==> config.mk <==
export PLATFORM = sky130hd
export DESIGN_NAME = ex_operand_muldiv
export DESIGN_NICKNAME = d
export VERILOG_FILES = /design/src/rtl/ex_operand_muldiv.sv
export SDC_FILE = /design/constraint.sdc
export NUM_CORES = 1
export LEC_CHECK = 0
export BUFFER_PORTS_ARGS = -buffer_cell sky130_fd_sc_hd__buf_4
export CAP_MARGIN = 20
export CORE_MARGIN = 2
export CORE_UTILIZATION = 40
export DETAILED_ROUTE_END_ITERATION = 12
export MAX_ROUTING_LAYER = met4
export PLACE_DENSITY = 0.66
export SYNTH_ARGS = -nofsm -noshare
export SYNTH_HDL_FRONTEND = slang
export SYNTH_SLANG_ARGS = --single-unit
==> constraint.sdc <==
create_clock -name clk -period 3 [get_ports clk]
set_input_delay 0.15 -clock clk [delete_from_list [all_inputs] [get_ports clk]]
set_output_delay 0.15 -clock clk [all_outputs]
set_load 0.1 [all_outputs]
==> src/rtl/ex_operand_muldiv.sv <==
// EX-stage operand forwarding muxes plus an iterative multiply/divide unit
// with HI/LO result registers. One iteration per cycle, 32 iterations.
module ex_operand_muldiv (
  input  logic        clk,
  input  logic        rst_n,
  input  logic [1:0]  EX_Forward_1,
  input  logic [1:0]  EX_Forward_2,
  input  logic [31:0] rs_data,
  input  logic [31:0] rt_data,
  input  logic [31:0] ex_mem_result,
  input  logic [31:0] mem_wb_result,
  input  logic [2:0]  md_op,
  input  logic        md_valid,
  input  logic        flush,
  output logic [31:0] op_a,
  output logic [31:0] op_b,
  output logic [31:0] hi,
  output logic [31:0] lo,
  output logic        md_busy
);

  typedef enum logic [1:0] {IDLE, RUN, DONE} state_t;

  localparam logic [2:0] OP_MULT  = 3'b001;
  localparam logic [2:0] OP_MULTU = 3'b010;
  localparam logic [2:0] OP_DIV   = 3'b011;
  localparam logic [2:0] OP_DIVU  = 3'b100;
  localparam logic [2:0] OP_MTHI  = 3'b101;
  localparam logic [2:0] OP_MTLO  = 3'b110;

  state_t      state_q, state_d;
  logic [5:0]  cnt_q, cnt_d;
  // Multiply: {partial product, remaining multiplier bits}.
  // Divide:   {remainder, dividend bits shifting into quotient}.
  logic [63:0] acc_q, acc_d;
  logic [31:0] opnd_q, opnd_d;      // multiplicand or divisor magnitude
  logic        is_div_q, is_div_d;
  logic        neg_res_q, neg_res_d; // negate product/quotient at the end
  logic        neg_rem_q, neg_rem_d; // negate remainder at the end
  logic        div0_q, div0_d;
  logic [31:0] hi_q, hi_d;
  logic [31:0] lo_q, lo_d;

  logic        signed_op;
  logic [31:0] a_mag, b_mag;
  logic [32:0] mul_sum;
  logic [32:0] rem_shift;
  logic        div_ge;
  logic [31:0] div_diff;
  logic [63:0] prod_fixed;

  // Operand forwarding muxes, purely combinational.
  always_comb begin
    case (EX_Forward_1)
      2'b01:   op_a = ex_mem_result;
      2'b10:   op_a = mem_wb_result;
      default: op_a = rs_data;
    endcase
    case (EX_Forward_2)
      2'b01:   op_b = ex_mem_result;
      2'b10:   op_b = mem_wb_result;
      default: op_b = rt_data;
    endcase
  end

  // Operand magnitudes and per-iteration datapath terms.
  assign signed_op = (md_op == OP_MULT) || (md_op == OP_DIV);
  assign a_mag     = (signed_op && op_a[31]) ? (~op_a + 32'd1) : op_a;
  assign b_mag     = (signed_op && op_b[31]) ? (~op_b + 32'd1) : op_b;
  assign mul_sum   = {1'b0, acc_q[63:32]} + (acc_q[0] ? {1'b0, opnd_q} : 33'd0);
  assign rem_shift = {acc_q[63:32], acc_q[31]};
  assign div_ge    = rem_shift >= {1'b0, opnd_q};
  // The true difference is below the divisor, so 32 bits hold it exactly.
  assign div_diff  = acc_q[62:31] - opnd_q;
  assign prod_fixed = neg_res_q ? (~acc_q + 64'd1) : acc_q;

  // Next-state, iteration and result-write logic; flush overrides everything.
  always_comb begin
    state_d   = state_q;
    cnt_d     = cnt_q;
    acc_d     = acc_q;
    opnd_d    = opnd_q;
    is_div_d  = is_div_q;
    neg_res_d = neg_res_q;
    neg_rem_d = neg_rem_q;
    div0_d    = div0_q;
    hi_d      = hi_q;
    lo_d      = lo_q;
    if (flush) begin
      state_d = IDLE;
    end else begin
      case (state_q)
        IDLE: begin
          if (md_valid) begin
            case (md_op)
              OP_MULT, OP_MULTU: begin
                acc_d     = {32'd0, b_mag};
                opnd_d    = a_mag;
                is_div_d  = 1'b0;
                neg_res_d = signed_op && (op_a[31] ^ op_b[31]);
                neg_rem_d = 1'b0;
                div0_d    = 1'b0;
                cnt_d     = 6'd0;
                state_d   = RUN;
              end
              OP_DIV, OP_DIVU: begin
                acc_d     = {32'd0, a_mag};
                opnd_d    = b_mag;
                is_div_d  = 1'b1;
                neg_res_d = signed_op && (op_a[31] ^ op_b[31]);
                neg_rem_d = signed_op && op_a[31];
                div0_d    = (op_b == 32'd0);
                cnt_d     = 6'd0;
                state_d   = RUN;
              end
              OP_MTHI: hi_d = op_a;
              OP_MTLO: lo_d = op_a;
              default: ;
            endcase
          end
        end
        RUN: begin
          if (is_div_q) begin
            acc_d = div_ge ? {div_diff, acc_q[30:0], 1'b1} : {acc_q[62:0], 1'b0};
          end else begin
            acc_d = {mul_sum, acc_q[31:1]};
          end
          cnt_d = cnt_q + 6'd1;
          if (cnt_q == 6'd31) state_d = DONE;
        end
        DONE: begin
          if (is_div_q) begin
            // Dividing by zero leaves |dividend| as remainder, so the sign
            // fix alone restores hi = dividend; only lo needs overriding.
            lo_d = div0_q ? 32'hFFFF_FFFF
                 : (neg_res_q ? (~acc_q[31:0] + 32'd1) : acc_q[31:0]);
            hi_d = neg_rem_q ? (~acc_q[63:32] + 32'd1) : acc_q[63:32];
          end else begin
            hi_d = prod_fixed[63:32];
            lo_d = prod_fixed[31:0];
          end
          state_d = IDLE;
        end
        default: state_d = IDLE;
      endcase
    end
  end

  // State and datapath registers with asynchronous clear.
  always_ff @(posedge clk or negedge rst_n) begin
    if (!rst_n) begin
      state_q   <= IDLE;
      cnt_q     <= 6'd0;
      acc_q     <= 64'd0;
      opnd_q    <= 32'd0;
      is_div_q  <= 1'b0;
      neg_res_q <= 1'b0;
      neg_rem_q <= 1'b0;
      div0_q    <= 1'b0;
      hi_q      <= 32'd0;
      lo_q      <= 32'd0;
    end else begin
      state_q   <= state_d;
      cnt_q     <= cnt_d;
      acc_q     <= acc_d;
      opnd_q    <= opnd_d;
      is_div_q  <= is_div_d;
      neg_res_q <= neg_res_d;
      neg_rem_q <= neg_rem_d;
      div0_q    <= div0_d;
      hi_q      <= hi_d;
      lo_q      <= lo_d;
    end
  end

  assign hi      = hi_q;
  assign lo      = lo_q;
  assign md_busy = (state_q != IDLE);

endmodule

=== Word level (Yosys, flattened, before mapping) ===
Index checks and enable logic that the tools add are counted.

* Bits in registers: 172
* Input port bits: 139
* Output and inout port bits: 129
* Word-level logic and storage cells: 101

* $add $sub $neg: 8
* Magnitude comparators: 1
* Eq/ne operators: 21
* Multiplexer cells: 34
* Bitwise operators: 7
* Reduce and logical (&&, ||, !) cells: 20

{| class="wikitable"
|+ Operators by type and width
! operator !! count
|-
| $mux W32 || 12
|-
| $pmux W32 S2 || 5
|-
| $mux W64 || 4
|-
| $pmux W64 S2 || 2
|-
| $add A32 B1 Y32 const B || 4
|-
| $not A32 Y32 || 4
|-
| $add A64 B1 Y64 const B || 1
|-
| $not A64 Y64 || 1
|-
| $add A32 B32 Y33 || 1
|-
| $ge A33 B32 Y1 || 1
|-
| $logic_not A32 Y1 || 1
|-
| $sub A32 B32 Y32 || 1
|-
| $reduce_and A4 Y1 || 6
|-
| $mux W6 || 2
|-
| $pmux W6 S2 || 1
|-
| $eq A3 B3 Y1 const B || 3
|-
| $ne A3 B3 Y1 const B || 3
|-
| $mux W2 || 4
|-
| $reduce_bool A2 Y1 || 4
|-
| $add A6 B1 Y6 const B || 1
|-
| $eq A2 B1 Y1 const B || 3
|-
| $eq A2 B2 Y1 const B || 3
|-
| $eq A3 B2 Y1 const B || 2
|-
| $eq A6 B5 Y1 const B || 1
|-
| other kinds (14) || 21
|}

=== Depth between registers and ports, before layout ===
Gate-level depths: netlist of the first run.

* Depth after elaboration: 8
* Gate-level depth with buffers: 17
* Mapped depth without buffers: 13

=== Least setup slack after synthesis of the first run ===
OpenSTA, ideal clock, no wires.

* Path kind: input-to-reg
* Start: in EX_Forward_1[0]
* End: reg acc_q[30]
* Setup time: 0.130 ns
* Data arrival time: 4.552 ns
* Data required time: 2.870 ns
* Setup slack: -1.682 ns
* Cell stages on the path: 13
* Buffers on the path: 5
* Cells stage by stage: inv_1 -> ha_1 -> buf_2 -> buf_6 -> buf_4 -> buf_2 -> buf_2 -> o21ai_0 -> nor3_1 -> a31oi_1 -> xnor2_1 -> a222oi_1 -> o21ai_1

* Word-level cells in the longest chain between the ends: 8
* Elaborated cells on any way between the ends: 10
* Classes of those cells: add/sub (1); eq/ne (2); mux (5); bitwise (1); reduce/logical (1)

{| class="wikitable"
|+ RTL lines
! element !! RTL line !! RTL
|-
| from (decl) || 6 || <nowiki>input logic [1:0] EX_Forward_1,</nowiki>
|-
| $eq A2 B2 Y1 or $eq A2 B1 Y1 (tied branches) || 54 || <nowiki>case (EX_Forward_1)</nowiki>
|-
| $pmux W32 S2 (*) || 54 ||
|-
| net op_a[29] || 15 || <nowiki>output logic [31:0] op_a,</nowiki>
|-
| $not A32 Y32 (*) || 68 || <nowiki>assign a_mag = (signed_op && op_a[31]) ? (~op_a + 32'd1) : op_a;</nowiki>
|-
| $add A32 B1 Y32 (*) || 68 ||
|-
| $mux W32 (*) || 68 ||
|-
| $pmux W64 S2 (*) || 95 || <nowiki>case (md_op)</nowiki>
|-
| $mux W64 (*) || 94 || <nowiki>if (md_valid) begin</nowiki>
|-
| $pmux W64 S2 (*) || 92 || <nowiki>case (state_q)</nowiki>
|-
| to (signal assigned) || 154 || <nowiki>acc_q <= 64'd0;</nowiki>
|-
| to (signal assigned) || 165 || <nowiki>acc_q <= acc_d;</nowiki>
|-
| to (decl) || 35 || <nowiki>logic [63:0] acc_q, acc_d;</nowiki>
|}

Mark *: on every way through the listed nets, which the timed path passes. The rest lies on a longest branch. The select of a mux whose other input is x is not followed.
A chain may end at the register's enable or synchronous reset.

=== Worst setup path after layout of the first run ===
* Start: reg acc_q[0]
* End: reg acc_q[60]

* Word-level cells in the longest chain between the ends: 4

{| class="wikitable"
|+ RTL lines
! element !! RTL line !! RTL
|-
| $mux W32 || 70 || <nowiki>assign mul_sum = {1'b0, acc_q[63:32]} + (acc_q[0] ? {1'b0, opnd_q} : 33'd0);</nowiki>
|-
| $add A32 B32 Y33 || 70 ||
|-
| $mux W64 || 123 || <nowiki>if (is_div_q) begin</nowiki>
|-
| $pmux W64 S2 || 92 ||
|}

Every way passes these cells.

==> flow_summary.yaml, run 1 <==
logic_synthesis:
  yosys_register_bits: 172
  synth-warning-count: 0
  yosys.area_share.adder_pct: 5.73
  share_of_async_settable_or_async_resettable_flops_after_synthesis_pct: 100
  mappedNetlistArea_sq_um: 16600
  post_synth_mux_area_share_pct: 3.85
  synth-compound-area-share_pct: 30.1
  number_of_different_library_cells_in_the_post_synthesis_netlist: 83
  mappedNetlistNets: 2405
  syn-instance-count: 2191
  post_synth.cell_area_avg_sq_um: 7.59
  synth_xor_xnor_area_share_pct: 8.85
  dominantRegCellSynth: "sky130_fd_sc_hd__dfrtp_1"
  synth-seq-area-share_pct: 25.9
  simple_gate_share_of_the_synthesized_area_pct: 19.6
  synth_top_family_by_area: "compound AO/OA/AOI/OAI gates"
  synth-edff-count: 0
critical_path:
  worstPathRequired_ns: 3.34
  start_kind: "register"
  worst_path_largest_cell_delay_ns: 0.58
  cp.buffers_inverters: 3
  path_cells: "inv_2 -> buf_12 -> nor2_1 -> ha_1 -> a21o_1 -> or4_4 -> buf_6 -> a211oi_4 -> o311ai_4 -> nand4_1 -> a21boi_1 -> o22ai_1 -> xnor2_1 -> a221o_1"
  crit_type: "register to register"
  worst_path_dominant_cell_family: "compound AO/OA/AOI/OAI gates"
  rrSetupSlack_ns: -0.24
  crit_fanout: 4
  endpoint_class_of_the_critical_path: "register"
  timing.critical_path.slowest_stage_cell: "sky130_fd_sc_hd__or4_4"
  timing.critical_path.arrival_ns: 3.58
floorplan:
  initial_core_util_pct: 40.6
  die_h_microns: 208
  core_area_sq_um: 40900
  width_of_the_die_microns: 208
  placementRows: 74
  total_die_area_sq_um: 43200
  io_pins: 268
clock_tree:
  sinks_on_the_clock_net: 172
  path_clk_slew_ns: 0.07
  cts_made_buffers: 17
  ctsRootBufferMaster: "sky130_fd_sc_hd__clkbuf_16"
  cts_tree: "built"
  cts_buffer_depth: 2
  worst_skew_pair.late_latency_ns: 0.47
  h_tree_level_count: 4
power:
  sequential_power_share_pct: 15.0
  power_frac_comb_pct: 76.6
  maximum_vdd_drop_uv: 802
  p_int_mw: 12.7
  power_mw: 26.8
  pwr_density_cell_nw_per_um2: 1120
  power_leakage_nw: 11.2
  switchingPower_mw: 14.1
  clockPowerShare_pct: 8.4
  switching_share_pct: 52.6
sta:
  timing_max_transition_violations_final: 0
  worst_pin_slew_ns: 0.812
  timing.final.crit_share_pct: 108
  rsz0062_at_grt: "yes"
  final_critical_path_setup_slack_ns: -0.238
  final-setup-viol-count: 10
  clock.fmax_mhz: 309
  finalHoldViolCount: 0
  setup_skew_after_layout_ns: 0.0156
  relSlewSlack_pct: 45.7
  timing.final.crit_period_ns: 3.24
drt:
  vias_per_cell: 6.00
  detail_route.drc_violations: 0
  drt_iter0_drc: 1971
  drt_first_pass_iters: 6
  routed_wirelength_microns: 80800
  route.detailed.wl_per_inst_microns: 24.2
  dr_total_vias: 20074
  final_antenna_net_count: 0
cells_and_area:
  syn2layout_area_growth_pct: 44.3
  fin_util_pct: 58.6
  fin_cells: 3343
  final_nets: 3010
  post_route_cells_drive_above_1_share_pct: 35.0
  layout_common_cells: "700 x sky130_fd_sc_hd__buf_4, 276 x sky130_fd_sc_hd__nand2_1, 171 x sky130_fd_sc_hd__o21ai_0"
  final_area_sq_um: 24000
  fillerInstances: 3814
  mostFrequentLayoutCell: "sky130_fd_sc_hd__buf_4"
placement:
  place_hpwl_microns: 65600
  gpl.final_weighted_congestion: 0.997
  io_buffers: 267
  area_after_dpl_sq_um: 22500
  dp.cells: 3284
grt:
  vias_in_the_first_global_route: 19475
  number_of_antenna_violations_at_the_first_check_in_global_routing: 2
  grt_overflow_total: 0
  grt_max_degree: 68
  globalRouteTotalUtil_pct: 37.3
  grt_pass1_wl_microns: 120000
status:
  violations: "negative setup slack"
  outcome: "complete, but fails checks"
worst_hold_path:
  kind_of_path_behind_the_tightest_hold_check: "input pin to register"
job:
  drv.max_cap_violation_count: 0
[routing by layer]
metal,track usage [%],share of wire (%),vias up,wire (microns)
li1,-,-,9191,-
met1,47.7,41,9659,33300
met2,59.9,47,1049,37700
met3,6.19,8.6,175,6970
met4,12.6,3.6,0,2920
met5,-,0,-,0
[area by class of cell]
cell class	instances	area, sq um	share of cell area, %
clock buffer	19	443	1.85
clock inverter	13	124	0.516
tap	532	666	2.77
antenna	2	5.00	0.0209
sequential	172	4310	18.0
inverter	99	400	1.67
multi-input combinational	1780	12400	51.5
timing repair buffer	726	5690	23.7
[logic make-up after synthesis]
kind of cell	count (synthesis)
XOR/XNOR	168
AO/OA/AOI/OAI	775
AND/OR/NAND/NOR	699
buffers and inverters	239
flip-flops	172
multiplexers	63
adder cells (fa/ha/maj)	75
[flip-flops by register name (all words and copies together), names as in the netlist]
signal and cells:
acc_q 64, cnt_q 6, div0_q 1, hi 32, is_div_q 1, lo 32, neg_rem_q 1, neg_res_q 1
opnd_q 32, state_q 2
[power groups by stage]
stage	Clock (mW)	Combinational [mW]	Sequential [mW]
after global routing	2.34	21.7	4.11
after CTS	2.26	19.3	3.94
final	2.25	20.5	4.01
after global placement	0	18.5	3.94
after detailed placement	0	18.6	3.97
after floorplan	0	9.35	5.76
[synth_stat cells (23+ instances only)]
cell type	n	area [sq um]
sky130_fd_sc_hd__o21ai_0	198	991
sky130_fd_sc_hd__xor2_1	74	648
sky130_fd_sc_hd__o211ai_1	27	203
sky130_fd_sc_hd__buf_2	24	120
sky130_fd_sc_hd__clkbuf_1	98	368
sky130_fd_sc_hd__a221oi_1	23	201
sky130_fd_sc_hd__a21o_1	35	263
sky130_fd_sc_hd__o21ai_1	47	235
sky130_fd_sc_hd__xnor2_1	94	823
sky130_fd_sc_hd__mux2i_1	55	551
sky130_fd_sc_hd__o31ai_1	29	218
sky130_fd_sc_hd__a21oi_1	143	716
sky130_fd_sc_hd__a31oi_1	35	219
sky130_fd_sc_hd__nor2b_1	33	206
sky130_fd_sc_hd__nand3_1	34	170
sky130_fd_sc_hd__a22oi_1	58	435
sky130_fd_sc_hd__dfrtp_1	172	4300
sky130_fd_sc_hd__nor3_1	47	235
sky130_fd_sc_hd__nor2_1	160	601
sky130_fd_sc_hd__inv_1	96	360
sky130_fd_sc_hd__o22ai_1	31	194
sky130_fd_sc_hd__ha_1	73	913
sky130_fd_sc_hd__nand2_1	285	1070
[path summary, 6_finish.rpt]
kind,cells past startpoint,end,start
setup / recovery,14,acc_q[60],acc_q[0]
hold / removal,3,neg_res_q,md_valid
setup reg to reg,14,acc_q[60],acc_q[0]
hold reg to reg,2,lo[31],lo[31]
max in group asynchronous,3,opnd_q[19],rst_n
min in group asynchronous,2,lo[17],rst_n
[worst register-to-register path, cell delays in order (launching register included)]
cell	delay, ns
sky130_fd_sc_hd__dfrtp_1	0.40
sky130_fd_sc_hd__inv_2	0.11
sky130_fd_sc_hd__buf_12	0.12
sky130_fd_sc_hd__nor2_1	0.04
sky130_fd_sc_hd__ha_1	0.30
sky130_fd_sc_hd__a21o_1	0.20
sky130_fd_sc_hd__or4_4	0.58
sky130_fd_sc_hd__buf_6	0.14
sky130_fd_sc_hd__a211oi_4	0.21
sky130_fd_sc_hd__o311ai_4	0.14
sky130_fd_sc_hd__nand4_1	0.21
sky130_fd_sc_hd__a21boi_1	0.11
sky130_fd_sc_hd__o22ai_1	0.18
sky130_fd_sc_hd__xnor2_1	0.09
sky130_fd_sc_hd__a221o_1	0.29
[per-stage QoR]
stage          setup TNS [ns]  hold WS, ns  worst slack (ns)
6_report               -0.905       0.0191            -0.238
4_1_cts                -0.651      0.00199            -0.206
3_5_place_dp           -14.86        0.220            -0.448
5_1_grt                 -2.11       0.0179            -0.299
3_3_place_gp           -11.74        0.211            -0.403
2_1_floorplan           -1.23       -0.146            -0.245
[timing repair]
item / in CTS / in global routing
hold buffers: 1 / 0
endpoints found under the hold margin: 64 / 0
cloned: 0 / 0
setup buffers: 13 / 14
pin swaps: 46 / 46
gates resized for setup: 62 / 108
endpoints found under the setup margin: 52 / 63
No activity file was read; power rests on OpenSTA's default activity.
==> run 2: changes to the inputs <==
--- a/config.mk
+++ b/config.mk
@@ -12,6 +12,7 @@
 export DETAILED_ROUTE_END_ITERATION = 12
 export MAX_ROUTING_LAYER = met4
 export PLACE_DENSITY = 0.66
+export SETUP_SLACK_MARGIN = 0.15
 export SYNTH_ARGS = -nofsm -noshare
 export SYNTH_HDL_FRONTEND = slang
 export SYNTH_SLANG_ARGS = --single-unit
==> run 2 against run 1 <==
Net effect:
- the run still ends with negative setup slack left
- sequential power increased by 2%
- non-clock buffer count rose by 18
- power up 6.2%
- first-iteration DRC count up 12%
- largest power group unchanged
- routed wire length is 1.2% higher
- hold slack better by 0.041 ns
- combinational power is 7% higher
==> flow_summary.yaml, run 2 (synthesis gave the netlist of run 1 again) <==
grt:
  grt_max_degree: 66
  globalRouteTotalUtil_pct: 37.7
  vias_in_the_first_global_route: 19700
  grt_pass1_wl_microns: 122000
  grt_overflow_total: 0
  number_of_antenna_violations_at_the_first_check_in_global_routing: 3
sta:
  final-setup-viol-count: 6
  rsz0062_at_grt: "yes"
  worst_pin_slew_ns: 0.961
  timing_max_transition_violations_final: 0
  relSlewSlack_pct: 35.7
  finalHoldViolCount: 0
  timing.final.crit_period_ns: 3.12
  timing.final.crit_share_pct: 104
  whs_ns: 0.0601
  setup_skew_after_layout_ns: 0.0166
  clock.fmax_mhz: 321
  final_critical_path_setup_slack_ns: -0.117
status:
  outcome: "complete, but fails checks"
  violations: "negative setup slack"
placement:
  place_hpwl_microns: 64800
  io_buffers: 267
  gpl.final_weighted_congestion: 1.03
  area_after_dpl_sq_um: 22300
  placement.setup.worst_slack_ns: -0.295
cells_and_area:
  registers.top_by_ff_count: "acc_q"
  final_nets: 3028
  max_reg_flops: 64
  mostFrequentLayoutCell: "sky130_fd_sc_hd__buf_4"
  fillerInstances: 3661
  post_route_cells_drive_above_1_share_pct: 38.6
  layout_common_cells: "702 x sky130_fd_sc_hd__buf_4, 273 x sky130_fd_sc_hd__nand2_1, 170 x sky130_fd_sc_hd__dfrtp_1"
  final_area_sq_um: 24900
  syn2layout_area_growth_pct: 49.8
critical_path:
  crit_type: "register to register"
  timing.critical_path.arrival_ns: 3.47
  endpoint_class_of_the_critical_path: "register"
  start_kind: "register"
  crit_fanout: 5
  worstPathRequired_ns: 3.35
drt:
  detail_route.drc_violations: 0
  route.detailed.wl_per_inst_microns: 24.3
  dr_total_vias: 20350
  drt_iter0_drc: 2201
  drt_first_pass_iters: 6
  final_antenna_net_count: 0
  routed_wirelength_microns: 81800
  vias_per_cell: 6.05
worst_hold_path:
  kind_of_path_behind_the_tightest_hold_check: "input pin to register"
floorplan:
  initial_core_util_pct: 40.6
  core_area_sq_um: 40900
  die_h_microns: 208
  placementRows: 74
  io_pins: 268
  width_of_the_die_microns: 208
  total_die_area_sq_um: 43200
clock_tree:
  ctsRootBufferMaster: "sky130_fd_sc_hd__clkbuf_16"
  h_tree_level_count: 4
  worst_skew_pair.late_latency_ns: 0.48
  cts_tree: "built"
  path_clk_slew_ns: 0.08
  cts_made_buffers: 17
  cts_buffer_depth: 2
  sinks_on_the_clock_net: 172
power:
  pwr_density_cell_nw_per_um2: 1140
  maximum_vdd_drop_uv: 595
  power_mw: 28.5
  power_leakage_nw: 11.4
job:
  drv.max_cap_violation_count: 0
-- run 2: area by class of cell --
| class | instances | area (sq um) | area share, % |
|---|---|---|---|
| Inverter | 99 | 405 | 1.63 |
| Clock buffer | 17 | 425 | 1.71 |
| Multi-Input combinational cell | 1780 | 12900 | 52.0 |
| Timing Repair Buffer | 744 | 5920 | 23.8 |
| Tap cell | 532 | 666 | 2.67 |
| Clock inverter | 15 | 224 | 0.899 |
| Antenna cell | 3 | 7.51 | 0.0301 |
| Sequential cell | 172 | 4310 | 17.3 |
-- run 2: worst max-delay path, stage by stage (launching register included) --
cell,delay [ns]
sky130_fd_sc_hd__dfrtp_1,0.43
sky130_fd_sc_hd__inv_4,0.14
sky130_fd_sc_hd__buf_12,0.15
sky130_fd_sc_hd__nor2_4,0.05
sky130_fd_sc_hd__ha_4,0.24
sky130_fd_sc_hd__o211ai_1,0.19
sky130_fd_sc_hd__a21oi_2,0.06
sky130_fd_sc_hd__a211oi_2,0.27
sky130_fd_sc_hd__o211ai_1,0.13
sky130_fd_sc_hd__buf_4,0.18
sky130_fd_sc_hd__o211ai_1,0.24
sky130_fd_sc_hd__a31oi_1,0.13
sky130_fd_sc_hd__or3_1,0.31
sky130_fd_sc_hd__a32o_1,0.25
sky130_fd_sc_hd__a211o_1,0.22
-- run 2: final timing paths --
check                          from         end  slack (ns)  cells after the start
max                        acc_q[0]   acc_q[55]       -0.12                     14
min                        md_valid   neg_res_q        0.06                      3
max reg2reg                acc_q[0]   acc_q[55]       -0.12                     14
min reg2reg                  lo[31]      lo[31]        0.47                      2
max in group asynchronous     rst_n  opnd_q[26]        1.92                      3
min in group asynchronous     rst_n       hi[0]        0.24                      2
-- run 2: report_power, final --
| part | total, mW | internal (mW) | switching, mW |
|---|---|---|---|
| combinational | 21.9 | 9.05 | 12.8 |
| sequential | 4.09 | 3.19 | 0.901 |
| clock | 2.48 | 1.29 | 1.19 |
| total | 28.5 | 13.5 | 14.9 |
-- run 2: metrics by stage --
stage	std cells	utilization [%]	TNS, ns
floorplan	2191	-	-1.24
global placement	3258	54.6	-8.42
detailed placement	3258	54.6	-9.43
CTS	3326	58.4	-0.332
global route	3362	60.9	-3.15
finish	3362	60.9	-0.378
-- run 2: layer usage --
layer / share of wire (%) / vias to the layer above / global-route usage, %
met4: 3.9 / 0 / 11.9
li1: - / 9235 / -
met5: 0 / - / -
met3: 8.6 / 200 / 5.43
met1: 41 / 9780 / 49.0
met2: 46 / 1135 / 60.7
-- run 2: what timing repair did --
action,in CTS,in global routing
hold buffers,1,0
resized for setup,148,175
setup endpoints to repair,51,87
pin swaps,62,92
endpoints found under the hold margin,61,0
gates cloned,5,0
setup buffers,30,33
